`config.mk`:
```
export PLATFORM = sky130hd
export DESIGN_NAME = pipe_stage_reg
export DESIGN_NICKNAME = d
export VERILOG_FILES = /design/src/rtl/pipe_pkg.sv /design/src/rtl/pipe_stage_reg.sv
export SDC_FILE = /design/constraint.sdc
export NUM_CORES = 1
export LEC_CHECK = 0
export BUFFER_PORTS_ARGS = -buffer_cell sky130_fd_sc_hd__buf_2
export CAP_MARGIN = 10
export CELL_PAD_IN_SITES_DETAIL_PLACEMENT = 1
export CELL_PAD_IN_SITES_GLOBAL_PLACEMENT = 2
export CORE_ASPECT_RATIO = 0.6
export CORE_UTILIZATION = 33
export DETAILED_ROUTE_END_ITERATION = 8
export HOLD_SLACK_MARGIN = 0.1
export PLACE_DENSITY_LB_ADDON = 0.1
export SLEW_MARGIN = 10
export SYNTH_ARGS = -nofsm -noshare
export SYNTH_HDL_FRONTEND = slang
export SYNTH_SLANG_ARGS = --single-unit
export TNS_END_PERCENT = 1
```
`constraint.sdc`:
```
create_clock -name clk -period 4.22 [get_ports clk]
set_clock_uncertainty 0.05 [all_clocks]
set_input_delay 0.422 -clock clk [delete_from_list [all_inputs] [get_ports clk]]
set_output_delay 0.422 -clock clk [all_outputs]
set_load 0.01 [all_outputs]
```
`src/rtl/pipe_pkg.sv`:
```
// Shared constants for the inter-stage pipeline registers: per-boundary
// payload/control widths and the stage occupancy state encoding.
package pipe_pkg;

    localparam int unsigned IFID_DATA_W  = 96;
    localparam int unsigned IFID_CTRL_W  = 4;
    localparam int unsigned IDEX_DATA_W  = 160;
    localparam int unsigned IDEX_CTRL_W  = 12;
    localparam int unsigned EXMEM_DATA_W = 64;
    localparam int unsigned EXMEM_CTRL_W = 8;
    localparam int unsigned MEMWB_DATA_W = 64;
    localparam int unsigned MEMWB_CTRL_W = 4;

    // State value doubles as the occupancy count.
    typedef logic [1:0] stage_state_t;

    localparam stage_state_t ST_EMPTY = 2'd0;
    localparam stage_state_t ST_ONE   = 2'd1;
    localparam stage_state_t ST_TWO   = 2'd2;

endpackage

```
`src/rtl/pipe_stage_reg.sv`:
```
// Inter-stage pipeline register with valid/ready handshake, flush, and an
// optional skid entry that makes in_ready a purely registered signal.
//
// state    | meaning
// ---------+-------------------------------------------------------
// ST_EMPTY | nothing held, out_valid=0, out_ctrl forced to zero
// ST_ONE   | main entry valid and presented downstream
// ST_TWO   | main and skid valid (SKID=1 only), upstream blocked
module pipe_stage_reg
    import pipe_pkg::*;
#(
    parameter int unsigned DATA_W = 64,
    parameter int unsigned CTRL_W = 8,
    parameter bit          SKID   = 1'b1
) (
    input  logic              clk,
    input  logic              rst,
    input  logic              flush,
    input  logic              in_valid,
    output logic              in_ready,
    input  logic [DATA_W-1:0] in_data,
    input  logic [CTRL_W-1:0] in_ctrl,
    output logic              out_valid,
    input  logic              out_ready,
    output logic [DATA_W-1:0] out_data,
    output logic [CTRL_W-1:0] out_ctrl,
    output logic [1:0]        occupancy
);

    stage_state_t      state_q, state_d;
    logic [DATA_W-1:0] main_data_q, main_data_d;
    logic [CTRL_W-1:0] main_ctrl_q, main_ctrl_d;
    logic [DATA_W-1:0] skid_data_q;
    logic [CTRL_W-1:0] skid_ctrl_q;
    logic              valid_s;
    logic              push;
    logic              pop;
    logic              load_main_in;
    logic              load_main_skid;

    always_ff @(posedge clk) begin
        if (!rst) begin
            state_q <= ST_EMPTY;
        end else begin
            state_q <= state_d;
        end
    end

    // A push in ST_ONE without a pop only happens with SKID=1, because the
    // single-entry in_ready requires out_ready whenever the stage is full.
    always_comb begin
        state_d = state_q;
        unique case (state_q)
            ST_EMPTY: begin
                if (push) begin
                    state_d = ST_ONE;
                end
            end
            ST_ONE: begin
                if (push && !pop) begin
                    state_d = ST_TWO;
                end else if (!push && pop) begin
                    state_d = ST_EMPTY;
                end
            end
            ST_TWO: begin
                if (pop) begin
                    state_d = ST_ONE;
                end
            end
            default: state_d = ST_EMPTY;
        endcase
        if (flush) begin
            state_d = ST_EMPTY;
        end
    end

    always_comb begin
        valid_s   = (state_q != ST_EMPTY);
        out_valid = valid_s;
        occupancy = state_q;
        out_data  = main_data_q;
        out_ctrl  = main_ctrl_q;
        if (SKID) begin
            in_ready = rst && (state_q != ST_TWO);
        end else begin
            in_ready = rst && (!valid_s || out_ready);
        end
    end

    assign push = in_valid && in_ready;
    assign pop  = valid_s && out_ready;

    // Flush freezes the payload; only the control field is cleared.
    always_comb begin
        main_data_d    = main_data_q;
        main_ctrl_d    = main_ctrl_q;
        load_main_in   = push && !flush && ((state_q == ST_EMPTY) || pop);
        load_main_skid = pop && !flush && (state_q == ST_TWO);
        if (load_main_in) begin
            main_data_d = in_data;
            main_ctrl_d = in_ctrl;
        end else if (load_main_skid) begin
            main_data_d = skid_data_q;
            main_ctrl_d = skid_ctrl_q;
        end
        if (state_d == ST_EMPTY) begin
            main_ctrl_d = '0;
        end
    end

    always_ff @(posedge clk) begin
        if (!rst) begin
            main_data_q <= '0;
            main_ctrl_q <= '0;
        end else begin
            main_data_q <= main_data_d;
            main_ctrl_q <= main_ctrl_d;
        end
    end

    if (SKID) begin : g_skid
        logic [DATA_W-1:0] skid_data_d;
        logic [CTRL_W-1:0] skid_ctrl_d;

        always_comb begin
            skid_data_d = skid_data_q;
            skid_ctrl_d = skid_ctrl_q;
            if (flush) begin
                skid_ctrl_d = '0;
            end else if (push && !pop && (state_q == ST_ONE)) begin
                skid_data_d = in_data;
                skid_ctrl_d = in_ctrl;
            end
        end

        always_ff @(posedge clk) begin
            if (!rst) begin
                skid_data_q <= '0;
                skid_ctrl_q <= '0;
            end else begin
                skid_data_q <= skid_data_d;
                skid_ctrl_q <= skid_ctrl_d;
            end
        end
    end else begin : g_no_skid
        assign skid_data_q = '0;
        assign skid_ctrl_q = '0;
    end

endmodule

```
==> results list <==
* Number of antenna violations at the first check in global routing: 2
- Top FF cell, synth: dfxtp_1
* Clock sinks: 146
- Part of the power in registers: 45.1%
- Global-route usage over all layers: roughly 20%
- Total power per unit cell area: 438 nW/µm²
- Synthesized Nets: 734
* Commonest cells post-synth: dfxtp_1 (146), nand2_1 (126), nand3_1 (74)
* Depth of the worst hold-timing path: 3
- Dominant combinational cell family by area after synthesis: compound AO/OA/AOI/OAI gates
- The die covers ~18000 µm².
- The number of global-route vias before repair was 5264.
* Internal: between 2 and 2.5 mW
* Total number of vias: roughly 5300
- Wires add up to 17.5 mm.
* Worst-case setup margin in the final layout: 1.61 ns
- Post-route fraction of the period consumed by the critical path: 61.8%
- Pin count of the biggest net entering global routing: 85
- STA classifies the critical path endpoint as a register.
- Across the VDD grid, the largest voltage drop is between 0.2 and 0.25 mV.
- Based on the critical path, the design can be clocked at up to 383 MHz.
* Post-synthesis xor/xnor area fraction: 0%
- Number of top-level pins: 153
- In this run the remaining antenna-violating nets after routing total 0.
* Maximum number of buffers from clock root to sink: 2
- The final-report max-slew violation count came to 0.
- Headroom to the max-slew limit came out at 33.0%.
- Global-route wire length before repair: 27.8 mm
* Compound-Gate Fraction of Synth Area: 24.7%
- Leakage power of the design: between 2 and 3 nW
- Hold buffer count at CTS: 0
- CTS-repair resized insts: 0
* Mux share of post-synthesis cell area: 1.75%
- The synthesized netlist devotes 17.1% of its cell area to simple gates.
- Of all nets on the critical path, the largest fanout is 43.
- Length of the first detailed-routing pass in iterations: 5
* Residual DRC count: 0
- Depth of the most critical reg-to-reg path: 5
* WP data arrival: ~2.9 ns
- Number of fill cells in the layout: just over 2000
* Sum Neg Setup Slack: 0 ns
* Most repeated cell in the gate-level netlist after synthesis: dfxtp_1
- Data required time at the worst endpoint: 4.51 ns
- Minimum clock period: 2.61 ns
- Grouping stages by cell kind, the critical path spends the most delay in compound AO/OA/AOI/OAI gates.
* Clock buffers created by TritonCTS: 17
* Yosys warning total: 0
* Clock tree from TritonCTS: built
* Via/cell ratio: 5.15
- The floorplan has 37 rows.
- Setup violations remaining at the end of the flow were counted as 0.
- For this design the total switching power over the nets is 0.715 mW.
- The run finished with clean final reports.
- Top cell type's share of synthesized area: about half
- The tightest min-delay check is of the in -> reg type.
- For the pin with the worst max-slew slack, the measured transition is 1.00 ns.
- The core region is 17100 µm².
- Port Buffer Count: approximately 150
- On the worst path, the slowest cell contributes a delay of between 0.8 and 0.9 ns.
- Proportion of power drawn by combinational gates: 6.0%
* Unrepaired setup endpoints after global routing: no
- After legalization and detailed placement, the total HPWL measured 10.9 mm.
- FFs w/ async S/R, synth: 0%
- Combined area of all synthesized cells: 5780 µm²
* Residual overflow from global routing: 0
- The number of setup buffers added after CTS is 0.
* Number of violations of the max-capacitance limit: 0
- Sorting the synthesized cells by area gives the leading types as dfxtp_1 (51%), a22oi_1 (9.3%), nand2_1 (8.2%), a21boi_1 (8.1%), nand3_1 (6.4%).
* Final net count: 851
- Die Span X: 173 µm
- Traced cell by cell, the critical path runs through nor2_2, o211ai_4, buf_4, nand3_1, a21boi_1.
* Worst setup slack before clock tree synthesis: roughly 1.6 ns
- Area growth from synthesis to final layout: 24.4%
- The H-tree generated during clock tree synthesis spans 4 levels.
- At the later pin of the worst-skew pair, clock insertion delay measures 0.42 ns.
- WS Path Type: reg -> reg
- Violation count after the first detailed-routing iteration: between 300 and 400
- Largest area contributor in the netlist: dfxtp_1
- Final hold viol count: 0
- Critical path depth: 5
- Layout cells sized above 1: 25.2%
- Net switching is 22.7% of the power.
- The number of buffers and inverters on the critical path is 1.
- Clock-pin slew was measured on the worst setup and hold paths at roughly 0.060 ns.
- The cell sitting at the root of the clock tree is a clkbuf_16.
* Adder-Cell Fraction of Synth Area: 0%
- Average wire per cell in the routed design: 17.2 µm
- The number of different library cells used by synthesis comes to 32.
- Number of synthesized register bits: 146
* Slowest cell on the critical path: o211ai_4
- Initial cell density of the core: roughly a third
- The die is 105 µm tall.
- STA classifies the critical path startpoint as a register.
- Mapped Avg Cell Area: 8.80 µm²
- Global placement routability congestion: 0.768
* Fraction of power consumed by the clock network: between 40% and 50%
* Sequential fraction of the synthesis area: ~51%
* Cells after Synth: 657
- Number of enable flip-flop cells after synthesis: 0
[cell type report]
cell class | instances | area, µm² | share of cell area [%]
Antenna cell | 2 | 5.00 | 0.0696
Multi-Input combinational cell | 446 | 2550 | 35.4
Inverter | 3 | 11.3 | 0.157
Tap cell | 234 | 293 | 4.07
Clock inverter | 10 | 135 | 1.88
Sequential cell | 146 | 2920 | 40.6
Clock buffer | 20 | 457 | 6.35
Timing Repair Buffer | 160 | 823 | 11.4
[through the flow]
step | cell area, µm² | utilization [%] | instances | hold slack, ns | power (mW)
floorplan | 5780 | - | 657 | 0.378 | 1.55
global placement | 6600 | 38.5 | 989 | 0.385 | 1.64
detailed placement | 6600 | 38.5 | 989 | 0.394 | 1.64
CTS | 7190 | 42.0 | 1019 | 0.154 | 3.18
global route | 7190 | 42.0 | 1019 | 0.170 | 3.26
finish | 7190 | 42.0 | 1021 | 0.170 | 3.15
[worst paths after layout]
| path | from | end | slack, ns |
|---|---|---|---|
| hold reg to reg | skid_data_q[51] | skid_data_q[51] | 0.40 |
| setup reg to reg | occupancy[1] | out_data[62] | 1.61 |
| hold / removal | in_data[18] | skid_data_q[18] | 0.17 |
| setup / recovery | occupancy[1] | out_data[62] | 1.61 |
[placed cells by master (no fill, tap or decap), types with 2 or more instances in the layout]
cell,n
a21boi_0,2
bufinv_16,3
clkinv_2,3
o21ai_0,44
nor2_1,10
a21oi_1,10
inv_1,3
clkbuf_8,2
dfxtp_1,146
mux2i_1,9
clkinvlp_4,4
o21ai_1,21
buf_4,9
nand2_1,126
a21boi_1,62
nand3_1,74
a22oi_1,72
diode_2,2
nand2b_1,2
clkbuf_16,17
buf_2,151
[sequential cells by signal (all words and copies together), names as in the netlist]
name,flops
out_data,64
skid_data_q,64
out_ctrl,8
skid_ctrl_q,8
occupancy,2
[worst reg2reg max path, stage by stage (launching register included)]
cell and delay (ns):
dfxtp_1 0.59, nor2_2 0.14, o211ai_4 0.81, buf_4 0.60
nand3_1 0.17, a21boi_1 0.17
[routing by layer]
metal,vias up,wire length (µm),global-route usage [%]
met5,-,0,0
met4,0,206,6.95
met3,15,1100,4.95
met2,136,7490,29.2
met1,2555,8720,27.4
li1,2550,-,-
[power groups by stage]
stage	Combinational, mW	Clock, mW	Sequential (mW)
global placement	0.186	0	1.45
finish	0.190	1.54	1.42
floorplan	0.0892	0	1.46
global route	0.209	1.63	1.42
detailed placement	0.191	0	1.45
CTS	0.191	1.57	1.42
[cells by family (layout without fill, tap and decap cells)]
group,count (synthesis),count (layout)
AO/OA/AOI/OAI,214,214
buffers and inverters,65,193
flip-flops,146,146
multiplexers,10,10
other,0,2
AND/OR/NAND/NOR,222,222
(Power assumes the default switching activity.)
